<file path="src/rtl/cvxif_result_scheduler.sv">
// CV-X-IF result scheduler: buffers ALU results until their id commits, drops killed ones,
// and hands out issue credits. Optional same-cycle bypass under `CVXIF_RESULT_BYPASS_EN`.
module cvxif_result_scheduler #(
   parameter int unsigned XLEN         = 32,
   parameter int unsigned ID_WIDTH     = 3,
   parameter int unsigned HARTID_WIDTH = 1,
   parameter int unsigned DEPTH        = 4
) (
   input  logic                    clk_i,
   input  logic                    rst_ni,
   input  logic                    issue_accept_i,
   output logic                    issue_allow_o,
   input  logic                    alu_valid_i,
   input  logic [HARTID_WIDTH-1:0] alu_hartid_i,
   input  logic [ID_WIDTH-1:0]     alu_id_i,
   input  logic [4:0]              alu_rd_i,
   input  logic                    alu_we_i,
   input  logic [XLEN-1:0]         alu_data_i,
   input  logic                    commit_valid_i,
   input  logic [ID_WIDTH-1:0]     commit_id_i,
   input  logic                    commit_kill_i,
   output logic                    result_valid_o,
   input  logic                    result_ready_i,
   output logic [HARTID_WIDTH-1:0] result_hartid_o,
   output logic [ID_WIDTH-1:0]     result_id_o,
   output logic [4:0]              result_rd_o,
   output logic                    result_we_o,
   output logic [XLEN-1:0]         result_data_o,
   output logic                    overflow_o
);

   localparam int unsigned AW  = $clog2(DEPTH);
   localparam int unsigned CW  = AW + 1;
   localparam int unsigned NID = 1 << ID_WIDTH;

   typedef enum logic [1:0] {
      HEAD_EMPTY,
      HEAD_WAIT,
      HEAD_READY,
      HEAD_KILL
   } head_e;

   logic [HARTID_WIDTH-1:0] r_hartid [DEPTH];
   logic [ID_WIDTH-1:0]     r_id     [DEPTH];
   logic [4:0]              r_rd     [DEPTH];
   logic                    r_we     [DEPTH];
   logic [XLEN-1:0]         r_data   [DEPTH];

   logic [AW-1:0]  r_wptr;
   logic [AW-1:0]  r_rptr;
   logic [CW-1:0]  r_count;
   logic [CW-1:0]  r_outstanding;
   logic [NID-1:0] r_committed;
   logic [NID-1:0] r_killed;
   logic           r_overflow;

   head_e                   w_head;
   logic [ID_WIDTH-1:0]     w_head_id;
   logic                    w_empty;
   logic                    w_full;
   logic                    w_handshake;
   logic                    w_discard;
   logic                    w_fifo_pop;
   logic                    w_bypass_take;
   logic                    w_push;
   logic                    w_overflow_evt;
   logic                    w_credit_ret;
   logic                    w_clr_en;
   logic [ID_WIDTH-1:0]     w_clr_id;
   logic                    w_set_en;
   logic [CW-1:0]           w_count_nxt;
   logic [CW-1:0]           w_outstanding_nxt;

   assign w_empty   = (r_count == '0);
   assign w_full    = (r_count == CW'(DEPTH));
   assign w_head_id = r_id[r_rptr];

   // Killed entries always carry committed=1, so kill takes priority in the classification.
   always_comb begin
      w_head = HEAD_EMPTY;
      if (!w_empty) begin
         if (r_committed[w_head_id] && r_killed[w_head_id]) begin
            w_head = HEAD_KILL;
         end else if (r_committed[w_head_id]) begin
            w_head = HEAD_READY;
         end else begin
            w_head = HEAD_WAIT;
         end
      end
   end

`ifdef CVXIF_RESULT_BYPASS_EN
   logic w_bypass;
   assign w_bypass      = w_empty && alu_valid_i && r_committed[alu_id_i] && !r_killed[alu_id_i];
   assign w_bypass_take = w_bypass && result_ready_i;
`else
   assign w_bypass_take = 1'b0;
`endif

   always_comb begin
      result_valid_o  = 1'b0;
      result_hartid_o = '0;
      result_id_o     = '0;
      result_rd_o     = '0;
      result_we_o     = 1'b0;
      result_data_o   = '0;
      if (!w_empty) begin
         result_valid_o  = (w_head == HEAD_READY);
         result_hartid_o = r_hartid[r_rptr];
         result_id_o     = w_head_id;
         result_rd_o     = r_rd[r_rptr];
         result_we_o     = r_we[r_rptr];
         result_data_o   = r_data[r_rptr];
      end
`ifdef CVXIF_RESULT_BYPASS_EN
      else if (w_bypass) begin
         result_valid_o  = 1'b1;
         result_hartid_o = alu_hartid_i;
         result_id_o     = alu_id_i;
         result_rd_o     = alu_rd_i;
         result_we_o     = alu_we_i;
         result_data_o   = alu_data_i;
      end
`endif
   end

   assign w_handshake    = (w_head == HEAD_READY) && result_ready_i;
   assign w_discard      = (w_head == HEAD_KILL);
   assign w_fifo_pop     = w_handshake || w_discard;
   assign w_push         = alu_valid_i && !w_bypass_take && (!w_full || w_fifo_pop);
   assign w_overflow_evt = alu_valid_i && !w_bypass_take && w_full && !w_fifo_pop;
   assign w_credit_ret   = w_fifo_pop || w_bypass_take;
   assign w_clr_en       = w_fifo_pop || w_bypass_take;
   assign w_clr_id       = w_fifo_pop ? w_head_id : alu_id_i;

   // A commit for an id being freed this cycle belongs to the next instruction reusing that id,
   // so it bypasses the first-event-wins check and overrides the clear.
   assign w_set_en = commit_valid_i &&
                     (!r_committed[commit_id_i] || (w_clr_en && (w_clr_id == commit_id_i)));

   always_comb begin
      w_count_nxt = r_count;
      if (w_push && !w_fifo_pop) begin
         w_count_nxt = r_count + CW'(1);
      end else if (w_fifo_pop && !w_push) begin
         w_count_nxt = r_count - CW'(1);
      end
   end

   always_comb begin
      w_outstanding_nxt = r_outstanding;
      if (issue_accept_i && !w_credit_ret) begin
         w_outstanding_nxt = r_outstanding + CW'(1);
      end else if (w_credit_ret && !issue_accept_i) begin
         w_outstanding_nxt = r_outstanding - CW'(1);
      end
   end

   assign issue_allow_o = (r_outstanding < CW'(DEPTH));
   assign overflow_o    = r_overflow;

   always_ff @(posedge clk_i) begin
      if (!rst_ni) begin
         r_wptr        <= '0;
         r_rptr        <= '0;
         r_count       <= '0;
         r_outstanding <= '0;
         r_committed   <= '0;
         r_killed      <= '0;
         r_overflow    <= 1'b0;
      end else begin
         r_count       <= w_count_nxt;
         r_outstanding <= w_outstanding_nxt;
         if (w_push) begin
            r_wptr <= r_wptr + AW'(1);
         end
         if (w_fifo_pop) begin
            r_rptr <= r_rptr + AW'(1);
         end
         if (w_overflow_evt) begin
            r_overflow <= 1'b1;
         end
         if (w_clr_en) begin
            r_committed[w_clr_id] <= 1'b0;
            r_killed[w_clr_id]    <= 1'b0;
         end
         if (w_set_en) begin
            r_committed[commit_id_i] <= 1'b1;
            r_killed[commit_id_i]    <= commit_kill_i;
         end
      end
   end

   // Payload storage needs no reset: it is only observed when the count says it is valid.
   always_ff @(posedge clk_i) begin
      if (w_push) begin
         r_hartid[r_wptr] <= alu_hartid_i;
         r_id[r_wptr]     <= alu_id_i;
         r_rd[r_wptr]     <= alu_rd_i;
         r_we[r_wptr]     <= alu_we_i;
         r_data[r_wptr]   <= alu_data_i;
      end
   end

endmodule

</file>
<file path="config.mk">
export PLATFORM = sky130hd
export DESIGN_NAME = cvxif_result_scheduler
export DESIGN_NICKNAME = d
export VERILOG_FILES = /design/src/rtl/cvxif_result_scheduler.sv
export SDC_FILE = /design/constraint.sdc
export NUM_CORES = 1
export LEC_CHECK = 0
export CAP_MARGIN = 20
export CORE_ASPECT_RATIO = 0.9
export CORE_MARGIN = 2
export CORE_UTILIZATION = 47
export DETAILED_ROUTE_END_ITERATION = 6
export PLACE_DENSITY = 0.69
export SKIP_CTS_REPAIR_TIMING = 1
export SLEW_MARGIN = 5
export SYNTH_ARGS = -nofsm -noshare
export SYNTH_HDL_FRONTEND = slang
export SYNTH_SLANG_ARGS = --single-unit
</file>
<file path="constraint.sdc">
create_clock -name clk_i -period 5.05 [get_ports clk_i]
set_input_delay 0.7575 -clock clk_i [delete_from_list [all_inputs] [get_ports clk_i]]
set_output_delay 0.7575 -clock clk_i [all_outputs]
set_load 0.02 [all_outputs]
</file>
==> summary.md <==
| Metric | Value |
|---|---|
| Status | `finished, final reports clean` |
| Reg2Reg Depth | `11` |
| TNS Setup | `0 ns` |
| Comb pwr share | `0.255` |
| Placement row count | `45` |
| Clock tree root driver cell | `clkbuf_16` |
| CTS sink count | `197` |
| Drt wl/cell | `20.4 um` |
| Worst slew pin tran | `0.908 ns` |
| Top cell type's share of synthesized area | `0.626` |
| Vert. Die Dim | `128 um` |
| Final setup viols | `0` |
| Fmax | `249 MHz` |
| Area grow syn2layout | `21.4%` |
| Number of global-route vias before repair | `4476` |
| First-pass GRT wire length | `24100 um` |
| Clk Latency, worst-skew pair | `0.43 ns` |
| R2R Path End | `r_outstanding[2]` |
| Worst setup EP type | `output pin` |
| CP top delay family | `multiplexers` |
| Die X | `142 um` |
| Routed vias | `4193` |
| Critical path arrival | `3.26 ns` |
| Area leader, netlist | `edfxtp_1` |
| Drt pass-1 iters | `6` |
| Sw Ratio | `0.293` |
| Skew final | `0.0179 ns` |
| Power density over the cells | `450 nW/um2` |
| Cells along the critical path | `mux4_2 -> mux2i_1 -> mux2i_1 -> mux2i_2 -> nor4_1 -> clkdlybuf4s50_1` |
| Critical Path Start Type | `flip-flop` |
| Syn_nets | `499` |
| Peak VDD IR | `0.263 mV` |
| Area after DPL | `9230 um2` |
| CP max stage cell | `mux4_2` |
| Pleak | `3.24 nW` |
| Core ar. | `16800 um2` |
| Worst hold path class | `flip-flop to flip-flop` |
| Cells after synthesis | `439` |
| Final slew viol count | `0` |
| Share of post-route cells with drive strength above 1 | `0.182` |
| Pre-CTS setup slack | `1.04 ns` |
| I/O Buffers | `96` |
| Worst Hold Launch | `r_rptr[0]` |
| I/O pin count | `97` |
| Total GRT Usage | `0.179` |
| Sw Pwr | `1.29 mW` |
| Synth Warn # | `0` |
| Critical Path RT | `4.29 ns` |
| Final setup margin | `1.03 ns` |
| Fin nets | `597` |
| Hold Fails Final Rpt | `0` |
| Post-route ant nets | `0` |
| 1st-iter DRT viols | `268` |
| Post-Syn Area | `8060 um2` |
| Flop2flop setup slack | `1.04 ns` |
| Tcrit/Tclk final | `0.796` |
| Antenna violations before repair | `1` |
| Vias per cell | `5.52` |
| Most used DFF post-synth | `edfxtp_1` |
| Asr flop ratio synth | `0` |
| H-tree depth | `4` |
| Hold depth | `2` |
| Most common cell type on the critical path | `mux2i_1` |
| Post-synth EDFFs | `168` |
| Unrepaired setup endpoints after global routing | `no` |
| MaxCap Viol Count | `0` |
| Num CTS Buffers | `17` |
| Pint | `3.11 mW` |
| Antenna Cells | `0` |
| DPL Wire Length | `10100 um` |
| Flops & latches, synth | `197` |
| Crit Path Class | `flip-flop to output pin` |
| Clock share of power | `0.289` |
| Final min period | `4.02 ns` |
| Residual DRC | `0` |
| Slowest stage delay, CP | `0.72 ns` |
| Drt total wl | `15500 um` |
| Grt total ovfl | `0` |
| CTS clk-pin slew, worst paths | `0.07 ns` |
| Largest net degree at the start of global routing | `35` |
| Sequential power share | `0.456` |
| Worst slew margin | `0.392` |
| Die area | `18200 um2` |
| Distinct cells, synth | `44` |
| Initial Util | `0.479` |
| CP Max Fanout | `17` |
| RePlAce Congestion | `0.760` |
| Clk buf depth | `2` |
| CTS tree | `done` |
| Syn_area_per_cell | `18.4 um2` |
| Sequential fraction of the synthesis area | `0.698` |
| CP bufs+invs | `1` |
| Post-route cell area | `9790 um2` |
| Synth top area cells | `edfxtp_1, mux4_2, dfxtp_1` |
power by group through the flow:
stage                     sequential, mW  combinational [mW]  clock [mW]
after floorplan                     2.03               0.639           0
after global placement              2.03                1.13           0
after detailed placement            2.05                1.14           0
after CTS                           2.01                1.14        1.30
after global routing                2.02                1.21        1.36
final                               2.01                1.12        1.27
per-stage QoR:
step	cells	total power, mW	utilization	hold slack, ns
after floorplan	439	2.67	-	0.456
after global placement	729	3.16	0.548	0.475
after CTS	760	4.45	0.582	0.496
after global routing	760	4.59	0.582	0.515
after detailed placement	729	3.18	0.548	0.482
final	760	4.40	0.582	0.492
cells in the mapped netlist, drive strengths merged, types with 2 or more instances:
library cell    n
edfxtp        168
and2           49
mux4           44
dfxtp          29
mux2i          23
clkbuf         13
a21boi         12
buf            12
nand2          10
inv             7
ha              6
nor2b           6
o21ai           6
or2             6
nand3           5
o31ai           5
or3             5
xnor2           5
o211ai          4
o311ai          4
xor2            3
fa              2
nand2b          2
nor2            2
nor3            2
o22ai           2
layer usage:
| metal | global-route usage | vias up | part of all wire |
|---|---|---|---|
| met5 | 0 | - | 0.00052 |
| met4 | 0.0494 | 2 | 0.012 |
| met3 | 0.0572 | 19 | 0.052 |
| met2 | 0.311 | 96 | 0.52 |
| met1 | 0.218 | 2162 | 0.41 |
| li1 | - | 1914 | - |
cells in the final DEF (no fill, tap or decap), types with 2 or more instances in the layout:
| cell type | synthesis | routed |
|---|---|---|
| edfxtp_1 | 168 | 168 |
| clkdlybuf4s50_1 | 0 | 96 |
| and2_1 | 49 | 45 |
| mux4_2 | 44 | 44 |
| dfxtp_1 | 29 | 27 |
| mux2i_1 | 22 | 22 |
| clkbuf_16 | 0 | 17 |
| nand2_1 | 10 | 10 |
| a21boi_1 | 10 | 10 |
| buf_4 | 0 | 8 |
| inv_1 | 7 | 7 |
| nor2b_1 | 6 | 6 |
| ha_1 | 6 | 6 |
| or3_1 | 5 | 5 |
| and2_2 | 0 | 4 |
| o211ai_1 | 4 | 4 |
| xnor2_1 | 4 | 4 |
| o311ai_1 | 4 | 4 |
| nand3_1 | 4 | 4 |
| o21ai_1 | 4 | 4 |
| o31ai_1 | 4 | 4 |
| inv_8 | 0 | 4 |
| or2_2 | 3 | 3 |
| xor2_1 | 3 | 3 |
| clkinv_4 | 0 | 3 |
| inv_6 | 0 | 3 |
| nand2b_1 | 2 | 2 |
| o22ai_2 | 2 | 2 |
| or2_1 | 2 | 2 |
| nor2_1 | 2 | 2 |
| o21ai_0 | 2 | 2 |
| a21boi_0 | 2 | 2 |
| fa_1 | 2 | 2 |
| clkinv_8 | 0 | 2 |
cell families after synthesis:
kind of cell	synth area share
compound gates	0.0389
xor+xnor	0.00962
fa+ha+maj	0.0143
buf+inv	0.0194
flops	0.698
mux	0.152
simple gates	0.0683
worst min-delay path: cells and delay by family (launching register included):
kind               cells  cell delay, ns
and+or+nand+nor        1            0.07
DFF                    1            0.32
AOI/OAI and AO/OA      1            0.06
layout make-up:
| cell class | count | area (um2) |
|---|---|---|
| multi-input combinational | 210 | 2290 |
| clock buffer | 17 | 425 |
| fill | 1259 | 7040 |
| clock inverter | 14 | 139 |
| tap | 211 | 264 |
| sequential | 197 | 5630 |
| inverter | 7 | 26.3 |
| timing repair buffer | 104 | 1020 |
state kept, by name, indices dropped and copies added, names as in the netlist, 3 cells and up, named ones only:
register	cells
r_committed	8
r_count	3
r_data	128
r_hartid	4
r_id	12
r_killed	8
r_outstanding	3
r_rd	20
r_we	4
worst max-delay path by stage:
stage | startpoint | to | slack, ns | cells past startpoint
3_5_place_dp | flip-flop | r_outstanding[2] | 1.04 | 11
5_1_grt | flip-flop | r_count[2] | 0.67 | 11
2_1_floorplan | flip-flop | r_data[0][0] | 1.67 | 8
3_3_place_gp | flip-flop | r_outstanding[2] | 1.18 | 11
4_1_cts | flip-flop | result_valid_o | 0.99 | 6
6_report | flip-flop | result_valid_o | 1.03 | 6
No activity file was read; power rests on OpenSTA's default activity.
